`src/rtl/seg_display_if.sv`:
```
// seg_display_if: simple peripheral bus (Addr/We/Wd/Rd) between CPU and display block
interface seg_display_if;
  logic        Addr;
  logic        We;
  logic [31:0] Wd;
  logic [31:0] Rd;
  modport master (output Addr, We, Wd, input Rd);
  modport slave  (input Addr, We, Wd, output Rd);
endinterface

```
`src/rtl/seg_display.sv`:
```
// seg_display: CPU-writable 8-digit multiplexed common-anode seven-segment driver
module seg_display #(
  parameter int SCAN_DIV = 50000
) (
  input  logic                Clk,
  input  logic                Reset,
  seg_display_if.slave        bus,
  output logic [7:0]          Seg,
  output logic [7:0]          Sel
);
  localparam int DW = (SCAN_DIV > 2) ? $clog2(SCAN_DIV) : 1;
  localparam logic [DW-1:0] DIV_LAST = DW'(SCAN_DIV - 1);
  logic [31:0]   data_q, data_d;
  logic [15:0]   ctrl_q, ctrl_d;
  logic [DW-1:0] div_q, div_d;
  logic [2:0]    idx_q, idx_d;
  logic [7:0]    seg_q, seg_d, sel_q, sel_d;
  logic [3:0]    nib;
  logic          en, last;
  // active-low a..g pattern for one hex nibble
  function automatic logic [6:0] hex7(input logic [3:0] n);
    case (n)
      4'h0: hex7 = 7'h40;
      4'h1: hex7 = 7'h79;
      4'h2: hex7 = 7'h24;
      4'h3: hex7 = 7'h30;
      4'h4: hex7 = 7'h19;
      4'h5: hex7 = 7'h12;
      4'h6: hex7 = 7'h02;
      4'h7: hex7 = 7'h78;
      4'h8: hex7 = 7'h00;
      4'h9: hex7 = 7'h10;
      4'hA: hex7 = 7'h08;
      4'hB: hex7 = 7'h03;
      4'hC: hex7 = 7'h46;
      4'hD: hex7 = 7'h21;
      4'hE: hex7 = 7'h06;
      default: hex7 = 7'h0E;
    endcase
  endfunction
  always_comb begin
    data_d = (bus.We && !bus.Addr) ? bus.Wd : data_q;
    ctrl_d = (bus.We && bus.Addr) ? bus.Wd[15:0] : ctrl_q;
    last   = div_q == DIV_LAST;
    div_d  = last ? '0 : div_q + 1'b1;
    idx_d  = last ? idx_q + 3'd1 : idx_q;
    nib    = data_q[{idx_q, 2'b00} +: 4];
    en     = ctrl_q[idx_q];
    sel_d  = en ? ~(8'b1 << idx_q) : 8'hFF;
    seg_d  = en ? {~ctrl_q[{1'b1, idx_q}], hex7(nib)} : 8'hFF;
  end
  always_ff @(posedge Clk) begin
    if (Reset) begin
      data_q <= '0;
      ctrl_q <= 16'h00FF;
      div_q  <= '0;
      idx_q  <= '0;
      seg_q  <= 8'hFF;
      sel_q  <= 8'hFF;
    end else begin
      data_q <= data_d;
      ctrl_q <= ctrl_d;
      div_q  <= div_d;
      idx_q  <= idx_d;
      seg_q  <= seg_d;
      sel_q  <= sel_d;
    end
  end
  assign bus.Rd = bus.Addr ? {16'b0, ctrl_q} : data_q;
  assign Seg    = seg_q;
  assign Sel    = sel_q;
endmodule
```
`src/flat_wrapper.sv`:
```
// flat-port wrapper written by rule: the top's interface ports become plain ports
module seg_display_flat 
#(
  parameter int SCAN_DIV = 50000
)
  (Clk, Reset, Seg, Sel, bus_Addr, bus_We, bus_Wd, bus_Rd);
  seg_display_if bus_i ();
  input  logic Clk;
  input  logic Reset;
  output logic [7:0] Seg;
  output logic [7:0] Sel;
  input wire logic [$bits(bus_i.Addr)-1:0] bus_Addr;
  input wire logic [$bits(bus_i.We)-1:0] bus_We;
  input wire logic [$bits(bus_i.Wd)-1:0] bus_Wd;
  output wire logic [$bits(bus_i.Rd)-1:0] bus_Rd;
  assign bus_i.Addr = bus_Addr;
  assign bus_i.We = bus_We;
  assign bus_i.Wd = bus_Wd;
  assign bus_Rd = bus_i.Rd;
  seg_display #(.SCAN_DIV(SCAN_DIV)) u_core (.Clk(Clk), .Reset(Reset), .bus(bus_i), .Seg(Seg), .Sel(Sel));
endmodule
```
`config.mk`:
```
export PLATFORM = sky130hd
export DESIGN_NAME = seg_display_flat
export DESIGN_NICKNAME = d
export VERILOG_FILES = /design/src/rtl/seg_display_if.sv /design/src/rtl/seg_display.sv /design/src/flat_wrapper.sv
export SDC_FILE = /design/constraint.sdc
export NUM_CORES = 1
export LEC_CHECK = 0
export CELL_PAD_IN_SITES_DETAIL_PLACEMENT = 0
export CELL_PAD_IN_SITES_GLOBAL_PLACEMENT = 1
export CORE_MARGIN = 3
export CORE_UTILIZATION = 38
export CTS_CLUSTER_DIAMETER = 80
export CTS_CLUSTER_SIZE = 20
export DETAILED_ROUTE_END_ITERATION = 7
export PLACE_DENSITY = 0.9
export RECOVER_POWER = 50
export REMOVE_ABC_BUFFERS = 1
export SLEW_MARGIN = 20
export SYNTH_ARGS = -nofsm -noshare
export SYNTH_HDL_FRONTEND = slang
export SYNTH_SLANG_ARGS = --single-unit
```
`constraint.sdc`:
```
create_clock -name Clk -period 2.9 [get_ports Clk]
set_input_delay 0.29 -clock Clk [delete_from_list [all_inputs] [get_ports Clk]]
set_output_delay 0.29 -clock Clk [all_outputs]
set_load 0.1 [all_outputs]
```
Yosys cells after proc, flatten, opt, wreduce, memory -nomap -nowiden --
Memory sizes are Yosys's and may differ from the RTL's. A register that Yosys moved wholly into a read port is not among the register bits. Index checks and enable logic that the tools add are counted.
Word-level totals: register bits after elaboration 83, bits in read-only memories 112, bits of input ports 36, output and inout bits 48, logic and storage cells 27, memories 1
Memory list:
- (no name shown) | words 16, bits a word 7, rd ports 1, clocked after Yosys merged registers in 1, wr ports 0, line seg_display.sv:22 | case (n)
Cells by class: add/subtract/negate cells 2, order comparisons 2, equality and inequality tests 1, shifts and indexed selects 2, multiplexer cells 5, bitwise gates (word level) 3, reduce and logical (&&, ||, !) cells 5
Operators with widths (number):
- 32-bit 2-to-1 mux | 1
- 32-bit by 6-bit variable part select with 4-bit output | 1
- 16-bit by 1-bit adder with 16-bit output, second input constant | 1
- 16-bit equality test, second input constant | 1
- 8-bit inverter | 1
- 1-bit by 3-bit << shifter with 8-bit output, first input constant | 1
- 1-bit binary-select mux with 3-bit select | 2
- 3-bit by 5-bit less-than comparator with 1-bit output, second input constant | 1
- 4-bit by 5-bit less-than comparator with 1-bit output, second input constant | 1
- 2-bit OR reduction | 2
- 3-bit by 1-bit adder with 3-bit output, second input constant | 1
- 1-bit logical AND | 2
- 1-bit 2-to-1 mux | 2
- 1-bit inverter | 2
- 1-bit logical NOT | 1

Depth between registers and ports, before layout --
Gate-level depths: netlist (run 1).
depth in word-level cells 4, gate-level depth with buffers 11, depth with buffers taken out 9

Least setup slack after synthesis (run 1) --
No wires, ideal clock.
path kind in2out, start input port bus_Addr, end output port bus_Rd[16], arrival time 2.035 ns, data required time 2.610 ns, slack 0.575 ns, stages on the path 3, path buffers 2, cell sequence clkbuf_1 > clkbuf_1 > nor2b_1
Between the ends: cells in the longest elaborated chain, start to end 1
RTL lines:
- start, declared | line flat_wrapper.sv:12 | input wire logic [$bits(bus_i.Addr)-1:0] bus_Addr;
- 32-bit 2-to-1 mux | line seg_display.sv:69 | assign bus.Rd = bus.Addr ? {16'b0, ctrl_q} : data_q;
- end, declared | line flat_wrapper.sv:15 | output wire logic [$bits(bus_i.Rd)-1:0] bus_Rd;
Every way passes these cells.

Worst setup path in the final report (run 1) --
start register u_core.idx_q[0], end register u_core.seg_q[6] (netlist: u_core.Seg[6])
Between the ends: cells in the longest elaborated chain, start to end 4, elaborated cells on any way between the ends 5, those cells by class shift: 1; mux: 2; bitwise: 1; reduce/logical: 1
RTL lines:
- start, declared | line seg_display.sv:16 | logic [2:0] idx_q, idx_d;
- start signal, assigned | line seg_display.sv:64 | idx_q <= idx_d;
- parallel branches: the longest is 4 deep, another holds 32-bit by 6-bit variable part select with 4-bit output
- end, declared | line seg_display.sv:17 | logic [7:0] seg_q, seg_d, sel_q, sel_d;
Several ways; the timed one is not identified. The select of a mux whose other input is x is not followed. A chain may end at the register's enable or synchronous reset.

==> results of run 1 <==
-- stage by stage --
step                      instances  power (uW)
after floorplan                 415        1610
after CTS                       653        2670
final                           653        2610
after global routing            653        2710
after global placement          637        1850
after detailed placement        637        1860
-- synthesized netlist by cell type, drive strengths merged --
library cell  number  share of area
a22o               1         0.0023
nand2b             3         0.0048
ha                13          0.042
clkbuf            20          0.019
nand2            119           0.12
and3               3         0.0048
or3                1         0.0016
o22ai              1         0.0016
nor3b              1         0.0019
nor3               5         0.0065
xor2               8          0.018
o221ai             3         0.0068
buf                7          0.014
mux4              10          0.058
mux2i              5          0.017
and4b              1         0.0026
a21oi             46          0.060
xnor2              7          0.016
nor4b              2         0.0045
nor2              25          0.024
inv                8         0.0078
o311ai             1         0.0023
and2               2         0.0032
nor2b             18          0.029
nand3b             8          0.016
dfxtp             83           0.43
or2                2         0.0032
a211oi             1         0.0019
o21ai              3         0.0039
mux2              20          0.059
o211a              1         0.0026
o31ai              1         0.0019
o211ai             1         0.0019
nand4              3         0.0048
nand3              9          0.012
-- registers in the layout (all words and copies together) (netlist names) --
| name | cells |
|---|---|
| u_core.Seg | 8 |
| u_core.idx_q | 3 |
| u_core.Sel | 8 |
| u_core.div_q | 16 |
| u_core.ctrl_q | 16 |
| u_core.data_q | 32 |
-- placed cells by master, fill, tap and decap left out, types with 2 or more instances in the layout --
master / instances
clkbuf_1: 17
inv_1: 6
nand2b_1: 3
xnor2_1: 7
nand2_1: 119
nor3_1: 5
nor2b_1: 17
ha_1: 13
nor4b_1: 2
nor2_1: 25
inv_2: 2
a21oi_1: 45
mux2_2: 19
and3_1: 3
clkbuf_8: 9
clkinv_2: 2
clkbuf_2: 18
xor2_1: 8
buf_4: 4
buf_12: 16
o21ai_0: 2
mux4_2: 10
nand4_1: 3
nand3_1: 9
clkdlybuf4s50_1: 33
dfxtp_1: 83
nand3b_1: 8
mux2i_1: 3
o221ai_1: 3
-- cells by family (layout without fill, tap and decap cells) --
kind of cell | Yosys count | in the layout | share of synthesized area
AOI/OAI and AO/OA | 59 | 59 | 0.0856
adders and majority gates | 13 | 13 | 0.0420
muxes | 35 | 35 | 0.134
DFF | 83 | 83 | 0.429
buffers and inverters | 35 | 113 | 0.0413
and+or+nand+nor | 202 | 202 | 0.234
xor gates and xnor gates | 15 | 15 | 0.0339
-- where the power goes --
| group | internal (uW) | leakage, uW | total, uW | switching (uW) |
|---|---|---|---|---|
| registers | 1190 | 0.000679 | 1220 | 33.0 |
| clock network | 400 | 0.0000966 | 817 | 417 |
| logic | 186 | 0.00113 | 575 | 389 |
-- layer usage --
layer  vias to the layer above  share of wire  track usage
met5                         -              0            0
met4                         0          0.011       0.0658
met3                        10          0.051       0.0307
met2                        89           0.49        0.303
met1                      1508           0.45        0.228
li1                       1625              -            -
-- cell type report --
cell class | count | area share
multi-input combinational | 324 | 0.415
timing repair buffer | 89 | 0.171
sequential | 83 | 0.336
clock inverter | 6 | 0.0131
clock buffer | 10 | 0.0258
inverter | 8 | 0.00607
tap | 133 | 0.0336
-- how the worst max path moves through the flow --
stage / startpoint / end / slack [ps] / depth (start not counted)
finish: u_core.idx_q[0] / u_core.Seg[6] / 410 / 9
global route: u_core.idx_q[0] / u_core.Seg[6] / 150 / 9
CTS: u_core.idx_q[0] / u_core.Seg[4] / 400 / 7
detailed placement: u_core.idx_q[0] / u_core.Seg[4] / 450 / 7
global placement: u_core.idx_q[0] / u_core.Seg[4] / 530 / 7
floorplan: u_core.idx_q[0] / u_core.Seg[4] / 420 / 7
-- critical path, cell delays in order (launching register included) --
cell and delay (ps):
dfxtp_1 660, mux4_2 580, nand2_1 70, and2_1 220, inv_1 130, ha_1 230, inv_1 80, nor2_1 70
a21oi_1 150, o221ai_1 140
==> summary.md, run 1 <==
| Metric | Value |
|---|---|
| Total Wirelength | `9780 um` |
| Post-CTS Resized | `0` |
| Root Buffer | `clkbuf_8` |
| FF-to-FF setup slack | `410 ps` |
| Reg2reg end | `u_core.Seg[6]` |
| Sequential Area | `0.00166 mm2` |
| Share of cells above drive strength 1 | `0.175` |
| Rows | `36` |
| CTS Buf Count | `9` |
| First-pass GRT wire length | `16100 um` |
| Crit path max fanout | `9` |
| Clock sinks | `83` |
| RSZ-0062 raised after global routing | `false` |
| Grt total ovfl | `0` |
| Hold path start | `Reset` |
| Critical Path RT | `3110 ps` |
| Clk buf depth | `2` |
| H-tree Lvls | `3` |
| Post-route DRC | `0` |
| Final instance area | `0.00495 mm2` |
| Postcts setup bufs | `0` |
| Buffers added on ports | `83` |
| Die height | `107 um` |
| Clock transition at path regs | `80 ps` |
| Cells after Synth | `442` |
| Detailed Route Iter0 Violations | `163` |
| Worst path arrival time | `2690 ps` |
| Final setup vio count | `0` |
| #FFs+latches synth | `83` |
| Worst Tran Pin Value | `1190 ps` |
| Tcrit/Tclk final | `0.857` |
| Static Leak | `0.00190 uW` |
| Sequential fraction of the synthesis area | `0.429` |
| Avg Vias per Cell | `4.95` |
| Final Hold Fails | `0` |
| GP Congestion | `0.824` |
| Hold_buf cts | `0` |
| Slew margin rel. | `0.212` |
| Post-synthesis cell type count | `45` |
| Setup ws final | `413 ps` |
| Pre-CTS WS | `447 ps` |
| PwrDens | `527 mW/mm2` |
| Setup TNS | `0 ps` |
| Initial DRT Pass Iterations | `4` |
| Mapped Avg Cell Area | `8.76 um2` |
| Area growth syn-to-layout | `27.8%` |
| HP Class | `in2reg` |
| Worst skew pair latency | `360 ps` |
| Final core utilization | `0.502` |
| Antenna viol nets, final | `0` |
| Overall Global Routing Usage | `0.178` |
| Top Ports | `84` |
| Die Width | `107 um` |
| DR WL/cell | `15.0 um` |
| Fin nets | `564` |
| Initial antenna violation count | `0` |
| Worst hold margin | `235 ps` |
| Critical path launch point type | `flip-flop` |
| Core Footprint | `0.00986 mm2` |
| # diodes | `0` |
| Mapped Area | `0.00387 mm2` |
| Multi-input logic area | `0.00205 mm2` |
| Peak Freq | `402 MHz` |
| Full die area | `0.0114 mm2` |
| CTS tree | `yes` |
| Hpwl dp | `7020 um` |
| CP Capture Type | `flip-flop` |
| R2R Path Start | `u_core.idx_q[0]` |
| Vias in the first global route | `3291` |
| Fillers | `914` |
| Ys Warns | `0` |
| Largest net degree at the start of global routing | `49` |
| Clk_skew | `9.71 ps` |
| Status | `complete, no violations` |
| Hold Path Depth | `2` |
| Hold Path End | `u_core.data_q[2]` |
| Initial Utilization | `0.393` |
| Fin crit period | `2490 ps` |
| Worst reg2reg path depth | `9` |
| Max-slew violations | `0` |
| Area after DPL | `0.00508 mm2` |
| Max Cap Viol | `0` |
| Peak supply drop | `242 uV` |
| Via count | `3232` |
| Crit Path Class | `reg2reg` |
No activity file was read; power rests on OpenSTA's default activity.
==> inputs of run 2 (changes only) <==
==> constraint.sdc (replaced) <==
create_clock -name Clk -period 2.9 [get_ports Clk]
set_input_delay 0.87 -clock Clk [delete_from_list [all_inputs] [get_ports Clk]]
set_output_delay 0.87 -clock Clk [all_outputs]
set_load 0.1 [all_outputs]
==> run 2 against run 1 <==
  * Die area did not move
  * Final cell count rose by 1.2%
  * Clock skew is 1.5 ps lower
  * Sequential power barely moved
  * Power up 1.5%
  * Critical path depth decreased by 4
  * Worst setup slack worse by 390 ps
  * Register-to-register slack about the same
  * Combinational power grew 5.7%
  * Fmax down 14%
  * Sequential share of layout area decreased by 2.2 points
  * First-iteration DRC count down 3.7%
  * Critical path type is now in2out
  * Largest power group unchanged
==> summary.md, run 2 (synthesis gave the netlist of run 1 again) <==
| Metric | Value |
|---|---|
| Commonest non-fill, non-tap cells in the layout | `nand2_1 (119), dfxtp_1 (83), a21oi_1 (45), clkdlybuf4s50_1 (33), buf_12 (33)` |
| Fin crit period | `2880 ps` |
| Root Buffer | `clkbuf_8` |
| Largest net degree at the start of global routing | `46` |
| Fillers | `912` |
| Clock power frac | `0.311` |
| Initial Utilization | `0.393` |
| Critical path launch point type | `primary input` |
| Post-route DRC | `0` |
| Sw Ratio | `0.312` |
| Max reg flops | `32` |
| CP top delay family | `buffers and inverters` |
| GP Congestion | `0.808` |
| Multi-input logic area | `0.00207 mm2` |
| Final Hold Fails | `0` |
| HP Class | `reg2reg` |
| Hpwl dp | `6980 um` |
| Area after DPL | `0.00513 mm2` |
| Rows | `36` |
| Largest registers | `u_core.data_q x32, u_core.ctrl_q x16, u_core.div_q x16` |
| # diodes | `0` |
| Cell Chain, Critical Path | `clkdlybuf4s15_1 -> bufbuf_16 -> buf_4 -> nor2b_1 -> buf_12` |
| Crit path max fanout | `14` |
| Static Leak | `0.00201 uW` |
| Clock transition at path regs | `80 ps` |
| Post-route insts no fill | `661` |
| Total Wirelength | `9780 um` |
| H-tree Lvls | `3` |
| Reg power frac | `0.460` |
| Commonest non-fill, non-tap cell in the layout | `nand2_1` |
| Top Ports | `84` |
| Initial DRT Pass Iterations | `5` |
| Die Width | `107 um` |
| Fin nets | `572` |
| Combinational power share | `0.229` |
| Worst Tran Pin Value | `1180 ps` |
| RSZ-0062 raised after global routing | `true` |
| Int Pwr | `1820 uW` |
| Max-slew violations | `0` |
| Tcrit/Tclk final | `0.992` |
| Core Footprint | `0.00986 mm2` |
| Via count | `3284` |
| Clk_skew | `8.23 ps` |
| Worst path arrival time | `2010 ps` |
| Overall Global Routing Usage | `0.175` |
| Post-Place Cells | `644` |
| PwrDens | `500 mW/mm2` |
| Status | `complete, no violations` |
| Final setup vio count | `0` |
| Largest reg by FF count | `u_core.data_q` |
| CTS Buf Count | `9` |
| Buffers added on ports | `83` |
| Critical Path RT | `2030 ps` |
| Postcts setup bufs | `0` |
| Total Power | `2650 uW` |
| Sequential Area | `0.00166 mm2` |
| Antenna viol nets, final | `0` |
| Peak Freq | `348 MHz` |
| Bufs and invs on worst path | `4` |
| Slowest-stage cell, CP | `bufbuf_16` |
| Initial antenna violation count | `0` |
| Full die area | `0.0114 mm2` |
| Clock sinks | `83` |
| Crit-path max cell delay | `320 ps` |
| Switch Pwr | `826 uW` |
| Die height | `107 um` |
| Clk buf depth | `2` |
| Vias in the first global route | `3247` |
| Hold_buf cts | `0` |
| First-pass GRT wire length | `16000 um` |
| DR WL/cell | `14.8 um` |
| Final core utilization | `0.538` |
| Detailed Route Iter0 Violations | `157` |
| Grt total ovfl | `0` |
| CTS tree | `yes` |
| Avg Vias per Cell | `4.97` |
| CP Capture Type | `output pin` |
| Max Cap Viol | `0` |
| Crit Path Class | `in2out` |
| Area growth syn-to-layout | `37.0%` |
| Share of cells above drive strength 1 | `0.193` |
| Slew margin rel. | `0.217` |
| Final instance area | `0.00531 mm2` |
| Worst skew pair latency | `350 ps` |
| Peak supply drop | `232 uV` |
run 2: changes by cell type in the layout (fill, tap and decap cells not counted), moves of 2 or more:
| cell | delta |
|---|---|
| nor2b_1 | -5 |
| nor2b_2 | +5 |
| buf_4 | +7 |
| clkbuf_1 | +2 |
| buf_12 | +17 |
| clkbuf_2 | -18 |
run 2: cell type report:
| class | instances | area share |
|---|---|---|
| Tap cell | 133 | 0.0314 |
| Clock inverter | 4 | 0.00943 |
| Multi-Input combinational cell | 324 | 0.390 |
| Timing Repair Buffer | 97 | 0.223 |
| Inverter | 8 | 0.00566 |
| Clock buffer | 12 | 0.0274 |
| Sequential cell | 83 | 0.313 |
run 2: worst paths after layout:
path / startpoint / end / slack, ps / cells after the start
max: bus_Addr / bus_Rd[17] / 20 / 5
min: u_core.data_q[16] / u_core.data_q[16] / 470 / 2
max reg2reg: u_core.idx_q[0] / u_core.Seg[5] / 400 / 9
min reg2reg: u_core.data_q[16] / u_core.data_q[16] / 470 / 2
run 2: tightest hold or removal path, cell delays in order (launching register included):
cell     delay (ps)
dfxtp_1         320
nand2_1          50
a21oi_1          50
run 2: power by group through the flow:
stage                     Sequential [uW]  Clock (uW)  Combinational [uW]
after CTS                            1220         833                 620
after floorplan                      1310           0                 298
after global placement               1250           0                 604
after global routing                 1230         881                 638
after detailed placement             1250           0                 611
final                                1220         823                 608
run 2: what timing repair did:
action / in CTS / in global routing
resized for setup: 3 / 4
endpoints found under the setup margin: 24 / 5
cloned: 1 / 0
run 2: stage by stage:
stage	hold slack [ps]	TNS, ps	setup slack, ps
after floorplan	430	-2810	-175
after global placement	441	-2150	-134
after detailed placement	464	-2220	-132
after CTS	476	0	0.988
after global routing	497	-18.9	-9.54
final	472	0	22.6
run 2: metal layers:
metal	vias to the layer above	share of wire	global-route usage
li1	1641	-	-
met1	1553	0.45	0.230
met2	82	0.49	0.291
met3	8	0.050	0.0301
met4	0	0.012	0.0594
met5	-	0	0
==> inputs of run 3 (changes only) <==
--- a/config.mk
+++ b/config.mk
@@ -5,14 +5,16 @@
 export SDC_FILE = /design/constraint.sdc
 export NUM_CORES = 1
 export LEC_CHECK = 0
+export ABC_AREA = 1
+export CAP_MARGIN = 25
 export CELL_PAD_IN_SITES_DETAIL_PLACEMENT = 0
 export CELL_PAD_IN_SITES_GLOBAL_PLACEMENT = 1
 export CORE_MARGIN = 3
-export CORE_UTILIZATION = 38
+export CORE_UTILIZATION = 36
 export CTS_CLUSTER_DIAMETER = 80
 export CTS_CLUSTER_SIZE = 20
 export DETAILED_ROUTE_END_ITERATION = 7
-export PLACE_DENSITY = 0.9
+export PLACE_DENSITY = 0.89
 export RECOVER_POWER = 50
 export REMOVE_ABC_BUFFERS = 1
 export SLEW_MARGIN = 20
==> run 3 against run 2 <==
  * Clock power is 30% higher
  * Clock skew is 3.7 ps lower
  * Hold slack worse by 28 ps
  * Sequential share of layout area is 1.6 points lower
  * Power is 15% higher
  * Worst setup slack better by 190 ps
  * Synthesized cell count is 29% higher
  * Critical endpoint is now bus_Rd[11]
  * Highest routed layer unchanged
==> summary.md, run 3 <==
| Metric | Value |
|---|---|
| Synth area leaders | `dfxtp_1 (41%), nand2_1 (11%), nand3_1 (7.4%)` |
| Avg Vias per Cell | `4.96` |
| Max Cap Viol | `0` |
| Largest registers | `u_core.data_q x32, u_core.ctrl_q x16, u_core.div_q x16` |
| Worst Tran Pin Value | `1180 ps` |
| Via count | `3980` |
| CTS Buf Count | `9` |
| Largest net degree at the start of global routing | `65` |
| Top Ports | `84` |
| Crit Path Class | `in2out` |
| Status | `complete, no violations` |
| Most common cell in the netlist | `nand2_1` |
| GP Congestion | `0.876` |
| Rows | `38` |
| Yosys top cell area share | `0.410` |
| Die height | `112 um` |
| Cells after Synth | `568` |
| Largest reg by FF count | `u_core.data_q` |
| Area growth syn-to-layout | `38.1%` |
| Full die area | `0.0126 mm2` |
| Root Buffer | `clkbuf_16` |
| Fin nets | `707` |
| DR WL/cell | `13.9 um` |
| Peak Freq | `372 MHz` |
| Commonest non-fill, non-tap cell in the layout | `nand2_1` |
| Grt total ovfl | `0` |
| Antenna viol nets, final | `0` |
| Number of synthesized flops with an enable pin | `0` |
| Commonest non-fill, non-tap cells in the layout | `nand2_1 (121), dfxtp_1 (83), nand3_1 (60), inv_1 (59), a21oi_1 (48)` |
| Final setup vio count | `0` |
| H-tree Lvls | `3` |
| Initial DRT Pass Iterations | `5` |
| Worst path arrival time | `1820 ps` |
| RSZ-0062 raised after global routing | `false` |
| Pre-CTS WS | `-89.3 ps` |
| Slew margin rel. | `0.217` |
| Post-route DRC | `0` |
| Initial Utilization | `0.370` |
| First-pass GRT wire length | `18400 um` |
| Hold_buf cts | `0` |
| Critical path launch point type | `primary input` |
| Initial antenna violation count | `0` |
| Max reg flops | `32` |
| Postcts setup bufs | `0` |
| Critical Path RT | `2030 ps` |
| Multi-input logic area | `0.00197 mm2` |
| Setup ws final | `214 ps` |
| Core Footprint | `0.0109 mm2` |
| Sequential fraction of the synthesis area | `0.410` |
| Ys Warns | `0` |
| Peak supply drop | `268 uV` |
| Max-slew violations | `0` |
| Clock transition at path regs | `60 ps` |
| Total Power | `3050 uW` |
| Tcrit/Tclk final | `0.926` |
| Post-synth top cells | `nand2_1 (120), dfxtp_1 (83), nand3_1 (60)` |
| Crit path max fanout | `19` |
| Overall Global Routing Usage | `0.178` |
| PwrDens | `546 mW/mm2` |
| Total Wirelength | `11200 um` |
| Share of cells above drive strength 1 | `0.140` |
| Static Leak | `0.00233 uW` |
| Detailed Route Iter0 Violations | `226` |
| Clk_skew | `4.57 ps` |
| Fillers | `1055` |
| Sequential Area | `0.00166 mm2` |
| Worst skew pair latency | `330 ps` |
| Clk buf depth | `2` |
| Mapped Area | `0.00405 mm2` |
| Buffers added on ports | `83` |
| CTS tree | `yes` |
| Vias in the first global route | `3904` |
| HP Class | `reg2reg` |
| Yosys top cell by area | `dfxtp_1` |
| Final Hold Fails | `0` |
| # diodes | `0` |
| Fin crit period | `2690 ps` |
| #FFs+latches synth | `83` |
| Main flop type after synthesis | `dfxtp_1` |
| CP Capture Type | `output pin` |
| Clock sinks | `83` |
| Die Width | `112 um` |
| Async SR Flop Fraction | `0` |
| Mapped Avg Cell Area | `7.13 um2` |
| Worst hold margin | `444 ps` |
| Hpwl dp | `7750 um` |
| Post-synthesis cell type count | `31` |
[run 3: cell count changes after synthesis, sizes merged, moves of 10 or more]
cell	previous run	this run
mux4	10	0
mux2	20	0
nand3	9	67
inv	8	64
o21ai	3	60
nor2b	18	0
nor2	25	52
[run 3: metal layers]
layer | track usage | wire, um | vias up
met5 | 0 | 0 | -
met4 | 0.0793 | 285 | 0
met3 | 0.0323 | 654 | 23
met2 | 0.293 | 5360 | 114
met1 | 0.229 | 4870 | 1821
li1 | - | - | 2022
[run 3: cell families after synthesis]
group | synth area share
DFF | 0.410
and+or+nand+nor | 0.297
buffers and inverters | 0.0994
xor gates and xnor gates | 0.00865
adders and majority gates | 0.0401
AOI/OAI and AO/OA | 0.145
[run 3: per-stage QoR]
step / util / setup TNS, ps / cells / area [um2]
2_1_floorplan: - / -16740 / 540 / 3890
4_1_cts: 0.519 / 0 / 803 / 5680
3_5_place_dp: 0.491 / -712 / 786 / 5370
3_3_place_gp: 0.491 / -445 / 786 / 5370
6_report: 0.512 / 0 / 803 / 5600
5_1_grt: 0.512 / 0 / 803 / 5600
[run 3: final cells by class]
class	instances	area share
inverter	65	0.0440
sequential	83	0.297
clock buffer	12	0.0458
tap	140	0.0313
multi-input combinational	392	0.353
clock inverter	4	0.00447
timing repair buffer	107	0.225
[run 3: final timing paths]
kind / end / startpoint / cells past startpoint / slack, ps
worst min-delay path: u_core.div_q[0] / u_core.div_q[0] / 1 / 440
worst min register to register: u_core.div_q[0] / u_core.div_q[0] / 1 / 440
worst max register to register: u_core.Seg[6] / u_core.idx_q[1] / 10 / 540
worst max-delay path: bus_Rd[11] / bus_Addr / 5 / 210
[run 3: worst max-delay path, cell delays in order]
cell and delay [ps]:
clkbuf_2 140, bufbuf_16 310, o21ai_0 180, buf_4 150
buf_12 160
[run 3: power by group]
| group | total [uW] | internal, uW | switching, uW |
|---|---|---|---|
| logic | 758 | 250 | 508 |
| clock network | 1070 | 624 | 448 |
| registers | 1230 | 1200 | 24.3 |
| total | 3050 | 2070 | 980 |
[run 3: what timing repair did]
item	in CTS	in global routing
pin swaps	0	0
endpoints found under the setup margin	16	11
cloned	1	0
gates resized for setup	2	7
